===== src/rtl/quiz_round_ctrl.sv =====
//------------------------------------------------------------------------------
// Module  : quiz_round_ctrl
// Brief   : Quiz game round sequencer: timer enable, answer/timeout scoring,
//           round counting and game-over. Optional macro QUIZ_PENALTY_EN
//           subtracts SCORE_BASE (floored at 0) on a wrong answer.
// Rev     : 1.0  initial release
//------------------------------------------------------------------------------
`default_nettype none

module quiz_round_ctrl #(
    parameter int MAX_ROUNDS = 10,
    parameter int SCORE_BASE = 2
) (
    input  logic       clk,
    input  logic       rst,
    input  logic       round_start,
    input  logic       answer_valid,
    input  logic       answer_correct,
    input  logic [3:0] time_left,
    input  logic       timer_done,
    output logic       start_timer,
    output logic       result_valid,
    output logic [1:0] result_code,
    output logic [7:0] score,
    output logic [3:0] rounds_played,
    output logic       game_over
);

    typedef enum logic [1:0] {
        IDLE = 2'd0,
        WAIT = 2'd1,
        COOL = 2'd2,
        DONE = 2'd3
    } state_t;

    localparam logic [9:0] C_BASE = 10'(SCORE_BASE);
    localparam logic [3:0] C_MAX  = 4'(MAX_ROUNDS);

    state_t     r_state;
    logic       r_cool_cnt;
    logic [9:0] w_sum;
    logic [7:0] w_score_ok;
    logic [7:0] w_score_bad;

    // Ten-bit sum leaves headroom for 255 + SCORE_BASE + 10 before saturating.
    assign w_sum      = {2'b00, score} + C_BASE + {6'd0, time_left};
    assign w_score_ok = (w_sum > 10'd255) ? 8'hFF : w_sum[7:0];

`ifdef QUIZ_PENALTY_EN
    logic [9:0] w_diff;
    assign w_diff      = {2'b00, score} - C_BASE;
    assign w_score_bad = ({2'b00, score} >= C_BASE) ? w_diff[7:0] : 8'd0;
`else
    assign w_score_bad = score;
`endif

    always_ff @(posedge clk or posedge rst) begin
        if (rst) begin
            r_state       <= IDLE;
            r_cool_cnt    <= 1'b0;
            start_timer   <= 1'b0;
            result_valid  <= 1'b0;
            result_code   <= 2'b00;
            score         <= 8'd0;
            rounds_played <= 4'd0;
            game_over     <= 1'b0;
        end else begin
            result_valid <= 1'b0;
            case (r_state)
                IDLE: begin
                    if (round_start) begin
                        r_state     <= WAIT;
                        start_timer <= 1'b1;
                    end
                end
                WAIT: begin
                    // An answer arriving with the timeout takes precedence.
                    if (answer_valid || timer_done) begin
                        r_state       <= COOL;
                        r_cool_cnt    <= 1'b0;
                        start_timer   <= 1'b0;
                        result_valid  <= 1'b1;
                        rounds_played <= rounds_played + 4'd1;
                        if (!answer_valid) begin
                            result_code <= 2'b11;
                        end else if (answer_correct) begin
                            result_code <= 2'b01;
                            score       <= w_score_ok;
                        end else begin
                            result_code <= 2'b10;
                            score       <= w_score_bad;
                        end
                    end
                end
                COOL: begin
                    r_cool_cnt <= 1'b1;
                    if (r_cool_cnt) begin
                        if (rounds_played == C_MAX) begin
                            r_state   <= DONE;
                            game_over <= 1'b1;
                        end else begin
                            r_state <= IDLE;
                        end
                    end
                end
                DONE: begin
                    if (round_start) begin
                        r_state       <= WAIT;
                        start_timer   <= 1'b1;
                        score         <= 8'd0;
                        rounds_played <= 4'd0;
                        game_over     <= 1'b0;
                    end
                end
                default: r_state <= IDLE;
            endcase
        end
    end

endmodule

`default_nettype wire


===== config.mk =====
export PLATFORM = sky130hd
export DESIGN_NAME = quiz_round_ctrl
export DESIGN_NICKNAME = d
export VERILOG_FILES = /design/src/rtl/quiz_round_ctrl.sv
export SDC_FILE = /design/constraint.sdc
export NUM_CORES = 1
export LEC_CHECK = 0
export BUFFER_PORTS_ARGS = -buffer_cell sky130_fd_sc_hd__buf_2
export CORE_MARGIN = 3
export CORE_UTILIZATION = 25
export CTS_BUF_LIST = sky130_fd_sc_hd__clkbuf_8
export DETAILED_ROUTE_END_ITERATION = 8
export SYNTH_ARGS = -nofsm -noshare
export SYNTH_HDL_FRONTEND = slang
export SYNTH_SLANG_ARGS = --single-unit

===== constraint.sdc =====
create_clock -name clk -period 4.5 [get_ports clk]
set_input_delay 0.45 -clock clk [delete_from_list [all_inputs] [get_ports clk]]
set_output_delay 0.45 -clock clk [all_outputs]
set_load 0.005 [all_outputs]

* After elaboration in Yosys (flattened, before gate mapping) *
Cells that the tools add are included.

operators by class
  $add $sub $neg = 3
  reduce and logical (&&, ||, !) cells = 14
  multiplexer cells = 26
  magnitude comparators = 1
  eq/ne operators = 11

operators with widths
  cell                   number
  $mux W8                5
  $pmux W8 S2            1
  $mux W2                6
  $ne A2 B2 Y1 const B   6
  $add A9 B4 Y10         1
  $gt A10 B8 Y1 const B  1
  $add A8 B2 Y9 const B  1
  $reduce_and A3 Y1      3
  $mux W4                2
  $pmux W4 S2            1
  $reduce_bool A2 Y1     4
  $mux W1                7
  $pmux W1 S2            3
  $pmux W2 S3            1
  $reduce_and A5 Y1      1
  $add A4 B1 Y4 const B  1
  $eq A2 B2 Y1 const B   2
  $eq A4 B4 Y1 const B   1
  $reduce_and A2 Y1      2
  $reduce_and A4 Y1      1
  $eq A2 B1 Y1 const B   1
  $logic_not A2 Y1       1
  $ne A2 B1 Y1 const B   1
  $reduce_or A2 Y1       1
  $logic_or A1 B1 Y1     1

storage, ports and cells
  bits in registers = 20
  input bits = 10

* Logic depth before layout (Yosys ltp) *
  word-level depth = 8
  gate-level depth with buffers = 9

* Worst setup path before layout *
Ideal clock, no wire load.

  path type = input-to-reg
  start point = in time_left[2]
  end point = reg score[3]
  path slack = 2,364 ps
  path buffers = 0
  data required time = 4,377 ps
  library setup time = 123 ps
  stages = 6
  data arrival time = 2,013 ps
  cell sequence = ha_1 -> ha_1 -> a211o_1 -> a31oi_1 -> o21ai_1 -> o221a_1

on the way
  word-level cells in the longest chain between the ends = 7

RTL lines
  item                  RTL line  source
  start, declared       19        input logic [3:0] time_left,
  $add A9 B4 Y10 *      46        assign w_sum = {2'b00, score} + C_BASE + {6'd0, time_left};
  $gt A10 B8 Y1         47        assign w_score_ok = (w_sum > 10'd255) ? 8'hFF : w_sum[7:0];
  $mux W8 *             47
  $mux W8 *             86        end else if (answer_correct) begin
  $mux W8 *             84        if (!answer_valid) begin
  $mux W8 *             78        if (answer_valid || timer_done) begin
  $pmux W8 S2 *         69        case (r_state)
  end signal, assigned  88        score <= w_score_ok;
  end signal, assigned  91        score <= w_score_bad;
  end, declared         24        output logic [7:0] score,

Mark *: on every way between the ends. The rest lies on a longest branch, timed or not. The select of a mux whose other input is x is not followed.
A chain may end at the register's enable or synchronous reset.

* Final worst setup path *
  start point = reg score[2]
  end point = reg score[3]

on the way
  word-level cells in the longest chain between the ends = 8

RTL lines
  item              RTL line
  $add A8 B2 Y9 *   46
  $add A9 B4 Y10 *  46
  $gt A10 B8 Y1     47
  $mux W8 *         47
  $mux W8 *         86
  $mux W8 *         84
  $mux W8 *         78
  $pmux W8 S2 *     69

Marked as above.

==> results.txt <==
Leaving out filler cells and counting taps, the final layout contains 217. Worst slew slack as a fraction of its limit: 48.54%. Dividing total power by cell area gives a power density of 707.1 mW/mm^2. The buffer cell driving the clock tree root is sky130_fd_sc_hd__clkbuf_8. Input and output buffers added on the ports amount to 26. In this run the static leakage power is 0.7288 nW. The placed wire-length estimate after detailed placement came out at 2081 um.

The clock slew at the register clock pins of the worst setup and hold paths was 0.07 ns; the register bit count reported by yosys was 20. The net count of the finished layout was 179. The logs give 0.005825 sq mm for the die footprint and 0.001909 ns for the post-route clock skew.

For this run, the share of the core covered by cells in the final layout is 32.54%. Cell family with the largest share of critical-path delay: compound AO/OA/AOI/OAI gates. Counting every net in the synthesized netlist gives 149. Across all setup checks in the final design, the least slack found is 2.223 ns. Static timing analysis puts the maximum clock frequency at 439.2 MHz. In the final routed layout, each cell accounts on average for 12.42 um. The signal on the critical path passes through ha_1 > ha_1 > a211o_1 > a31oi_1 > o21ai_1 > o221a_1. The logs give 0.004564 sq mm for the area of the core region and 2.110 ns for the setup slack at placement.

Number of enable-type register cells in the synthesized netlist: 0. The count of final max-slew check failures was 0; the effective utilization at floorplan was 27.08%. The leading area contributor after synthesis was sky130_fd_sc_hd__dfrtp_1. Buffers added to address setup during post-CTS repair amount to 0. Compared with the post-synthesis result, the final layout area differs by 20.14%. After global routing the overflow that remains totals 0.

Across all hold checks on the routed design, the worst slack comes to 0.3218 ns. Final clock period utilization by the worst path: 50.60%. For this run, the slowest stage of the critical path takes 0.41 ns.

Setup repair after global routing left no endpoint under its margin. The tools report the total cell area at the placement stage as 0.001444 sq mm. The logs give 0 for the count of maximum capacitance violations and 20 for the clock net sink count. For this block, the routed nets add up to 2696 um of wire. The logs give 1.050 mW for the total chip power and 40.49% for the proportion of synthesized chip area in sequential cells. The run gives 1023 as the number of global-route vias before repair. The number of clock buffers added by TritonCTS is 3. The tools report the clock insertion delay at the later pin of the skew report as 0.26 ns. The cell with the biggest individual delay on the critical path was sky130_fd_sc_hd__dfrtp_1. The run finished with clean final reports.

The critical path is of the register to register type. STA classifies the critical path endpoint as a register. TritonCTS built the clock tree. The first global-routing pass estimated 4698 um of wire. Class of the most critical hold timing path: primary input to asynchronous set/reset pin. For the placer congestion estimate, the log shows 0.7228. The first detailed-routing pass took 4 iterations. For the pin with the worst max-slew slack, the measured transition is 0.7711 ns. The mapped netlist covers 0.001236 sq mm. Along the worst path, the maximum fanout reaches 5. The worst path in the final design needs a cycle of 2.277 ns, including I/O delays and setup. The run gives 2 as the number of buffers on the longest clock path. The number of resized instances in the post-cts repair step was 0. 27 I/O pins were placed. At the worst endpoint, the arrival time is 2.42 ns. STA classifies the critical path startpoint as a register. The die span in x is 76.32 um, and the count of synthesis-stage warnings from yosys is 0.

The post-route setup TNS was 0 ns; the data required time at the worst endpoint was 4.64 ns. The number of antenna-violating nets in the routed design came out at 0. The tools report the deepest level of the CTS H-tree as 1. For this run, the leading register cell type out of synthesis is sky130_fd_sc_hd__dfrtp_1. By area the synthesized netlist is led by sky130_fd_sc_hd__dfrtp_1 (40%), sky130_fd_sc_hd__ha_1 (14%), sky130_fd_sc_hd__nand2_1 (3.9%), sky130_fd_sc_hd__o21ai_1 (3.6%), sky130_fd_sc_hd__inv_1 (3.6%). Synthesis produced 124 cells. The total number of cells along the worst setup path was 6; the average footprint of a synthesized cell was 9.969 sq um. The logs give 319.8 uV for the worst vdd rail ir drop and 214 for the count of placed standard cells including taps. After synthesis, the netlist uses 39 different library cells.

The cell seen most often among critical-path stages is sky130_fd_sc_hd__ha_1. Setup violations remaining at the end of the flow were counted as 0. Portion of synthesized cell area occupied by the leading cell type: 40.49%.

Across every metal layer, demand over resource in global routing totals 9.865%. Number of antenna violations at the first check in global routing: 0. After detailed routing, the number of remaining DRC violations is 0.

Once layout is done, the placed cells without fillers occupy 0.001485 sq mm. Of all flip-flops after synthesis, the portion carrying an async set or reset was 100.0%. The buffering stage count on the worst path with inverters included is 0.

The final count of hold timing violations is 0. The logs give 48 for the violation count after the first detailed-routing iteration and 0 for the number of hold-repair buffers added at the cts stage. Largest net degree at the start of global routing: 21. Measured in cells, the most critical reg-to-reg path has a length of 6. The number of rows created at floorplan is 24.

The proportion of layout cells with a drive suffix above 1 works out to 21.71%. The total via count in the routed design was 1007; the routed via count divided by cell count was 4.641. The floorplan step set the die height to 76.32 um. 0 antenna diodes ended up in the layout.
[sequential cells by signal, indices dropped and copies added (netlist names)]
| signal | flops |
|---|---|
| score | 8 |
| rounds_played | 4 |
| r_state | 2 |
| result_code | 2 |
| game_over | 1 |
| r_cool_cnt | 1 |
| result_valid | 1 |
| start_timer | 1 |
[kinds of logic (layout without fill, tap and decap cells)]
family,Yosys count,after routing,synth area share (%)
compound gates,38,38,22.07
fa+ha+maj,15,15,15.79
buf+inv,14,42,4.250
flops,20,20,40.49
mux,1,1,0.8097
simple gates,32,32,13.77
xor+xnor,4,4,2.835
[synth_stat cells, drive strengths merged (2+ instances only)]
cell / count
nor2: 5
inv: 13
nand2b: 2
o221a: 3
dfrtp: 20
a2bb2oi: 3
a21oi: 6
a31oi: 5
nand2: 13
and4b: 2
a211oi: 2
and3: 2
ha: 14
xor2: 3
a211o: 2
nand3: 2
o21ai: 10
[routing by layer]
layer / up-vias / share of wire [%] / global-route usage, %
li1: 513 / - / -
met1: 469 / 51 / 13.16
met2: 21 / 42 / 15.11
met3: 4 / 5.3 / 2.719
met4: 0 / 1.7 / 3.804
met5: - / 0 / 0
[layout by cell type, fill, tap and decap left out, drive strengths merged, types with 2 or more instances in the layout]
cell     synthesis  routed
nand2           13      13
dfrtp           20      20
a211o            2       2
nand3            2       2
ha              14      14
a21oi            6       6
o221a            3       3
a211oi           2       2
and4b            2       2
nand2b           2       2
nor2             5       5
o21ai           10      10
a2bb2oi          3       3
xor2             3       3
a31oi            5       5
inv             13      13
clkbuf           1       3
buf              0      26
and3             2       2
[area by class of cell]
type	instances	area, sq um
well taps	65	81.33
repair buffers	26	130.1
clock buffers	3	41.29
inverters	13	48.80
flip-flops and latches	20	500.5
multi-input cells	90	683.2
fillers	495	3079
[worst reg2reg max path: cells and delay by family (launching register included)]
family / cells / cell delay [ns]
DFF: 1 / 0.41
adders and majority gates: 2 / 0.64
AOI/OAI and AO/OA: 4 / 1.11
[worst paths after layout]
| path | startpoint | to | slack (ns) |
|---|---|---|---|
| max in group asynchronous | rst | result_code[0] | 3.70 |
| hold reg to reg | rounds_played[3] | rounds_played[3] | 0.49 |
| setup reg to reg | score[2] | score[3] | 2.22 |
| setup / recovery | score[2] | score[3] | 2.22 |
| min in group clk | answer_correct | result_code[1] | 0.41 |
| hold / removal | rst | r_state[0] | 0.32 |
[power by group]
part / internal (mW) / switching, mW
logic: 0.276 / 0.313
registers: 0.267 / 0.0798
clock network: 0.0596 / 0.0552
Note: power is estimated with default switching activity, not from simulation.
